$ cat src/rtl/jtopl_op_csr.sv
// Operator register ring: SLOTS words recirculate through a shift register, with one
// buffered masked byte write and one buffered byte read serviced as the target slot passes.
module jtopl_op_csr #(
   parameter  int unsigned SLOTS = 18,
   parameter  int unsigned BYTES = 4,
   parameter  int unsigned SW    = 5,
   parameter  int unsigned BW    = 2,
   localparam int unsigned W     = 8 * BYTES
) (
   input  logic          clk,
   input  logic          rst_n,
   input  logic          cen,
   output logic [W-1:0]  shift_out,
   output logic [SW-1:0] slot_cnt,
   output logic          slot_zero,
   input  logic          wr_req,
   input  logic [SW-1:0] wr_slot,
   input  logic [BW-1:0] wr_byte,
   input  logic [7:0]    wr_mask,
   input  logic [7:0]    wr_data,
   output logic          wr_busy,
   output logic          wr_err,
   input  logic          rd_req,
   input  logic [SW-1:0] rd_slot,
   input  logic [BW-1:0] rd_byte,
   output logic          rd_busy,
   output logic          rd_valid,
   output logic [7:0]    rd_data
);

   localparam logic [SW:0]   SLOTS_LIM = (SW+1)'(SLOTS);
   localparam logic [BW:0]   BYTES_LIM = (BW+1)'(BYTES);
   localparam logic [SW-1:0] LAST_SLOT = SW'(SLOTS - 1);

   logic [W-1:0]  stage [SLOTS];
   logic [W-1:0]  next_word;
   logic [7:0]    rd_sel;
   logic [SW-1:0] pw_slot;
   logic [BW-1:0] pw_byte;
   logic [7:0]    pw_mask;
   logic [7:0]    pw_data;
   logic [SW-1:0] pr_slot;
   logic [BW-1:0] pr_byte;
   logic          wr_hit;
   logic          rd_hit;
   logic          wr_ok;
   logic          rd_ok;

   assign shift_out = stage[SLOTS-1];
   assign wr_hit    = wr_busy && (slot_cnt == pw_slot);
   assign rd_hit    = rd_busy && (slot_cnt == pr_slot);
   assign wr_ok     = ({1'b0, wr_slot} < SLOTS_LIM) && ({1'b0, wr_byte} < BYTES_LIM);
   assign rd_ok     = ({1'b0, rd_slot} < SLOTS_LIM) && ({1'b0, rd_byte} < BYTES_LIM);

   // Merge the pending masked byte into the word re-entering the ring
   always_comb begin
      next_word = shift_out;
      for (int b = 0; b < int'(BYTES); b++) begin
         if (wr_hit && (pw_byte == BW'(b)))
            next_word[8*b +: 8] = (shift_out[8*b +: 8] & ~pw_mask) | (pw_data & pw_mask);
      end
   end

   // Readback byte taken from the pre-write word at the last stage
   always_comb begin
      rd_sel = '0;
      for (int b = 0; b < int'(BYTES); b++) begin
         if (pr_byte == BW'(b))
            rd_sel = shift_out[8*b +: 8];
      end
   end

   always_ff @(posedge clk or negedge rst_n) begin
      if (!rst_n) begin
         for (int k = 0; k < int'(SLOTS); k++)
            stage[k] <= '0;
      end else if (cen) begin
         stage[0] <= next_word;
         for (int k = 1; k < int'(SLOTS); k++)
            stage[k] <= stage[k-1];
      end
   end

   always_ff @(posedge clk or negedge rst_n) begin
      if (!rst_n) begin
         slot_cnt  <= '0;
         slot_zero <= 1'b1;
      end else if (cen) begin
         slot_cnt  <= (slot_cnt == LAST_SLOT) ? '0 : slot_cnt + SW'(1);
         slot_zero <= (slot_cnt == LAST_SLOT);
      end
   end

   // Write request buffer; requests while busy are ignored
   always_ff @(posedge clk or negedge rst_n) begin
      if (!rst_n) begin
         wr_busy <= 1'b0;
         wr_err  <= 1'b0;
         pw_slot <= '0;
         pw_byte <= '0;
         pw_mask <= '0;
         pw_data <= '0;
      end else begin
         wr_err <= 1'b0;
         if (wr_busy) begin
            if (cen && wr_hit)
               wr_busy <= 1'b0;
         end else if (wr_req) begin
            if (wr_ok) begin
               wr_busy <= 1'b1;
               pw_slot <= wr_slot;
               pw_byte <= wr_byte;
               pw_mask <= wr_mask;
               pw_data <= wr_data;
            end else begin
               wr_err <= 1'b1;
            end
         end
      end
   end

   // Read request buffer; out-of-range reads are dropped silently
   always_ff @(posedge clk or negedge rst_n) begin
      if (!rst_n) begin
         rd_busy  <= 1'b0;
         rd_valid <= 1'b0;
         rd_data  <= '0;
         pr_slot  <= '0;
         pr_byte  <= '0;
      end else begin
         rd_valid <= 1'b0;
         if (rd_busy) begin
            if (cen && rd_hit) begin
               rd_busy  <= 1'b0;
               rd_valid <= 1'b1;
               rd_data  <= rd_sel;
            end
         end else if (rd_req && rd_ok) begin
            rd_busy <= 1'b1;
            pr_slot <= rd_slot;
            pr_byte <= rd_byte;
         end
      end
   end

endmodule

$ cat config.mk
export PLATFORM = sky130hd
export DESIGN_NAME = jtopl_op_csr
export DESIGN_NICKNAME = d
export VERILOG_FILES = /design/src/rtl/jtopl_op_csr.sv
export SDC_FILE = /design/constraint.sdc
export NUM_CORES = 1
export LEC_CHECK = 0
export CAP_MARGIN = 0
export CELL_PAD_IN_SITES_DETAIL_PLACEMENT = 0
export CELL_PAD_IN_SITES_GLOBAL_PLACEMENT = 2
export CORE_ASPECT_RATIO = 1.1
export CORE_MARGIN = 4
export CORE_UTILIZATION = 41
export CTS_BUF_LIST = sky130_fd_sc_hd__clkbuf_16
export CTS_CLUSTER_DIAMETER = 60
export CTS_CLUSTER_SIZE = 25
export DETAILED_ROUTE_END_ITERATION = 10
export PLACE_DENSITY = 0.71
export SETUP_SLACK_MARGIN = 0.2
export SYNTH_ARGS = -nofsm -noshare
export SYNTH_HDL_FRONTEND = slang
export SYNTH_SLANG_ARGS = --single-unit
export TNS_END_PERCENT = 5
$ cat constraint.sdc
create_clock -name clk -period 2 [get_ports clk]
set_clock_uncertainty 0.2 [all_clocks]
set_input_delay 0.4 -clock clk [delete_from_list [all_inputs] [get_ports clk]]
set_output_delay 0.4 -clock clk [all_outputs]
set_load 0.05 [all_outputs]
==> reports/qor.yml <==
status:
  run_status: "finished, final reports clean"
global_route:
  grt_pass1_wl_um: 76300
  antenna_found_initial: 0
  grt_max_degree: 68
  grt.total_usage_pct: 15.0
  gr-total-overflow: 0
  grt_pass1_vias: 13241
cts:
  htree_levels: 2
  clkSinkCount: 624
  cts_tree: "yes"
  cts.clk_slew.worst_paths_ns: 0.09
  clock_latency_ns: 0.59
  cts_buffer_depth: 3
  cts-buffers-inserted: 41
  clock-root-buffer: "clkbuf_16"
die:
  dieArea_um2: 63400
  pin_count: 85
  die_h_um: 264
  rows: 93
  core_um2: 58800
  fp.dieW_um: 240
  start_util_pct: 41.5
timing:
  clock.fmax_ghz: 0.504
  drv_slew: 0
  holdWs_ns: 0.101
  finalSetupTns_ns: 0
  hold_viol: 0
  slew_headroom_pct: 60.7
  setup_viol: 0
  tightest_slew_ns: 0.590
  fin_crit_sh_pct: 99.2
  worst_slack_ns: 0.0169
  rsz0062_at_grt: "yes"
  period_needed_ns: 1.98
placed_design:
  placedCellCount: 2354
  pre_cts_ws_ns: -0.204
  placed_area_um2: 26700
  gp_congestion: 0.819
  dp_hpwl_um: 31600
  io_buffer_count: 84
final_layout:
  finalInstanceArea_um2: 28800
  register_area_um2: 15600
  syn_to_final_growth_pct: 18.3
  nets: 1686
  nFillCells: 4985
  final_cells: 2440
  diodes: 0
  multi_input_area_um2: 8320
  drive_gt1_share_pct: 51.1
worst_setup_path:
  reg2reg_from: "slot_cnt[3]"
  r2r_setup_slack_ns: 0.02
  start_kind: "register"
  crit_type: "register to register"
  worst_ep_arrival_time_ns: 2.25
  r2r_end: "rd_data[4]"
  crit_fanout: 6
  worstPathRequired_ns: 2.27
  rr_worst_depth: 6
  cp-end-kind: "register"
yosys:
  yosys_register_bits: 624
  yosysSeqAreaShare_pct: 64.1
  synth.most_common_cell: "dfrtp_1"
  avgSynthCellArea_um2: 15.8
  synth_fp_nets: 1579
  synth_top_area_cell: "dfrtp_1"
  yosysUniqueCellTypes: 41
  ys.warnings.count: 0
  synthTopCellsByArea: "dfrtp_1, mux2_2, buf_2, o41ai_1, buf_4"
  syn_area_um2: 24400
  syn_inst: 1542
  synthFlopType: "dfrtp_1"
  ys_async_sr_fraction_pct: 100
  synth_top_cells_by_count: "dfrtp_1, mux2_2, buf_2"
  synth-edff-count: 0
  synth_top_cell_area_share_pct: 64.0
pwr:
  clockPowerShare_pct: 19.6
  power_density_nw_per_um2: 1570
  power.internal_uw: 30300
  switching_share_pct: 32.8
  pwr-share-seq_pct: 49.6
  peakVddDrop_mv: 0.709
  power_frac_comb_pct: 30.8
  p_sw_uw: 14800
  leakagePower_uw: 0.0126
detailed_routing:
  num_vias: 12649
  wirelength_um: 46800
  via_per_inst: 5.18
  dr.pass1.iters: 5
  drc: 0
  drt_iter0_drc: 705
  wire_per_inst_um: 19.2
  postRouteAntennaNets: 0
min_path:
  hold_path_class: "primary input to asynchronous set/reset pin"
run:
  maxCapViolations: 0
[metal layers]
layer  GRT usage [%]  vias up  routed length, um
li1                -     5739                  -
met5               0        -                  0
met3            2.33       72               1730
met1            21.4     6655              21500
met4            4.71        0               1540
met2            23.7      183              22000
[power by group through the flow]
stage,sequential (uW),clock (uW),combinational (uW)
detailed placement,22600,0,12700
finish,22400,8860,13900
global placement,22400,0,12400
CTS,22300,9280,12900
floorplan,21200,0,9090
global route,23200,9740,14900
[per-stage QoR]
| step | total power (uW) | util [%] |
|---|---|---|
| floorplan | 30300 | - |
| global placement | 34900 | 45.5 |
| detailed placement | 35300 | 45.5 |
| CTS | 44500 | 48.0 |
| global route | 47800 | 49.0 |
| finish | 45100 | 49.0 |
[area by class of cell]
| cell class | count | area share, % |
|---|---|---|
| Clock buffer | 41 | 3.56 |
| Clock inverter | 33 | 1.22 |
| Inverter | 14 | 0.182 |
| Multi-Input combinational cell | 779 | 28.9 |
| Sequential cell | 624 | 54.3 |
| Tap cell | 760 | 3.30 |
| Timing Repair Buffer | 189 | 8.60 |
[sequential cells by signal (all words and copies together), names as in the netlist, 2 cells and up]
signal     count
shift_out     32
pw_data        8
slot_cnt       5
pw_byte        2
rd_data        8
pw_mask        8
pw_slot        5
stage        544
pr_byte        2
pr_slot        5
[kinds of logic (layout without fill, tap and decap cells)]
group | after synthesis | after routing | share of synthesized area, %
muxes | 591 | 591 | 27.8
DFF | 624 | 624 | 64.1
xor gates and xnor gates | 10 | 10 | 0.359
buffers and inverters | 139 | 277 | 3.05
and+or+nand+nor | 101 | 101 | 2.28
adders and majority gates | 2 | 2 | 0.103
AOI/OAI and AO/OA | 75 | 75 | 2.32
[what timing repair did]
item	4_1_cts	5_1_grt
endpoints found under the setup margin	89	93
hold buffers	2	0
gates cloned	0	1
setup buffers	7	2
endpoints found under the hold margin	427	0
pin swaps	2	26
resized for setup	11	118
[placed cells by master, fill, tap and decap left out, drive strengths merged, types with 3 or more instances in the layout]
master	count
dfrtp	623
nand2b	3
nor2	37
clkbuf	42
nand2	3
clkinvlp	4
nand3	3
mux4	8
clkdlybuf4s50	32
nand4	34
clkinv	16
o41ai	32
o21ai	3
and2	9
inv	26
a31oi	32
mux2	583
xor2	4
buf	154
xnor2	6
[worst max-delay path, stage by stage, from the launching register on]
cell	delay (ns)
dfrtp_2	0.44
buf_6	0.14
xor2_2	0.18
nor4_4	0.28
nand4_4	0.16
clkbuf_16	0.20
mux2_4	0.29
[worst max-delay path by stage]
stage / startpoint / end / slack [ns] / depth (start not counted)
after global routing: slot_cnt[4] / stage[550] / -0.08 / 5
after CTS: slot_cnt[0] / rd_data[1] / 0.002 / 6
after global placement: wr_slot[3] / pw_data[4] / -0.20 / 5
after detailed placement: wr_slot[3] / pw_data[4] / -0.20 / 5
final: slot_cnt[3] / rd_data[4] / 0.02 / 6
after floorplan: slot_cnt[2] / stage[555] / -0.01 / 6
(Power assumes the default switching activity.)
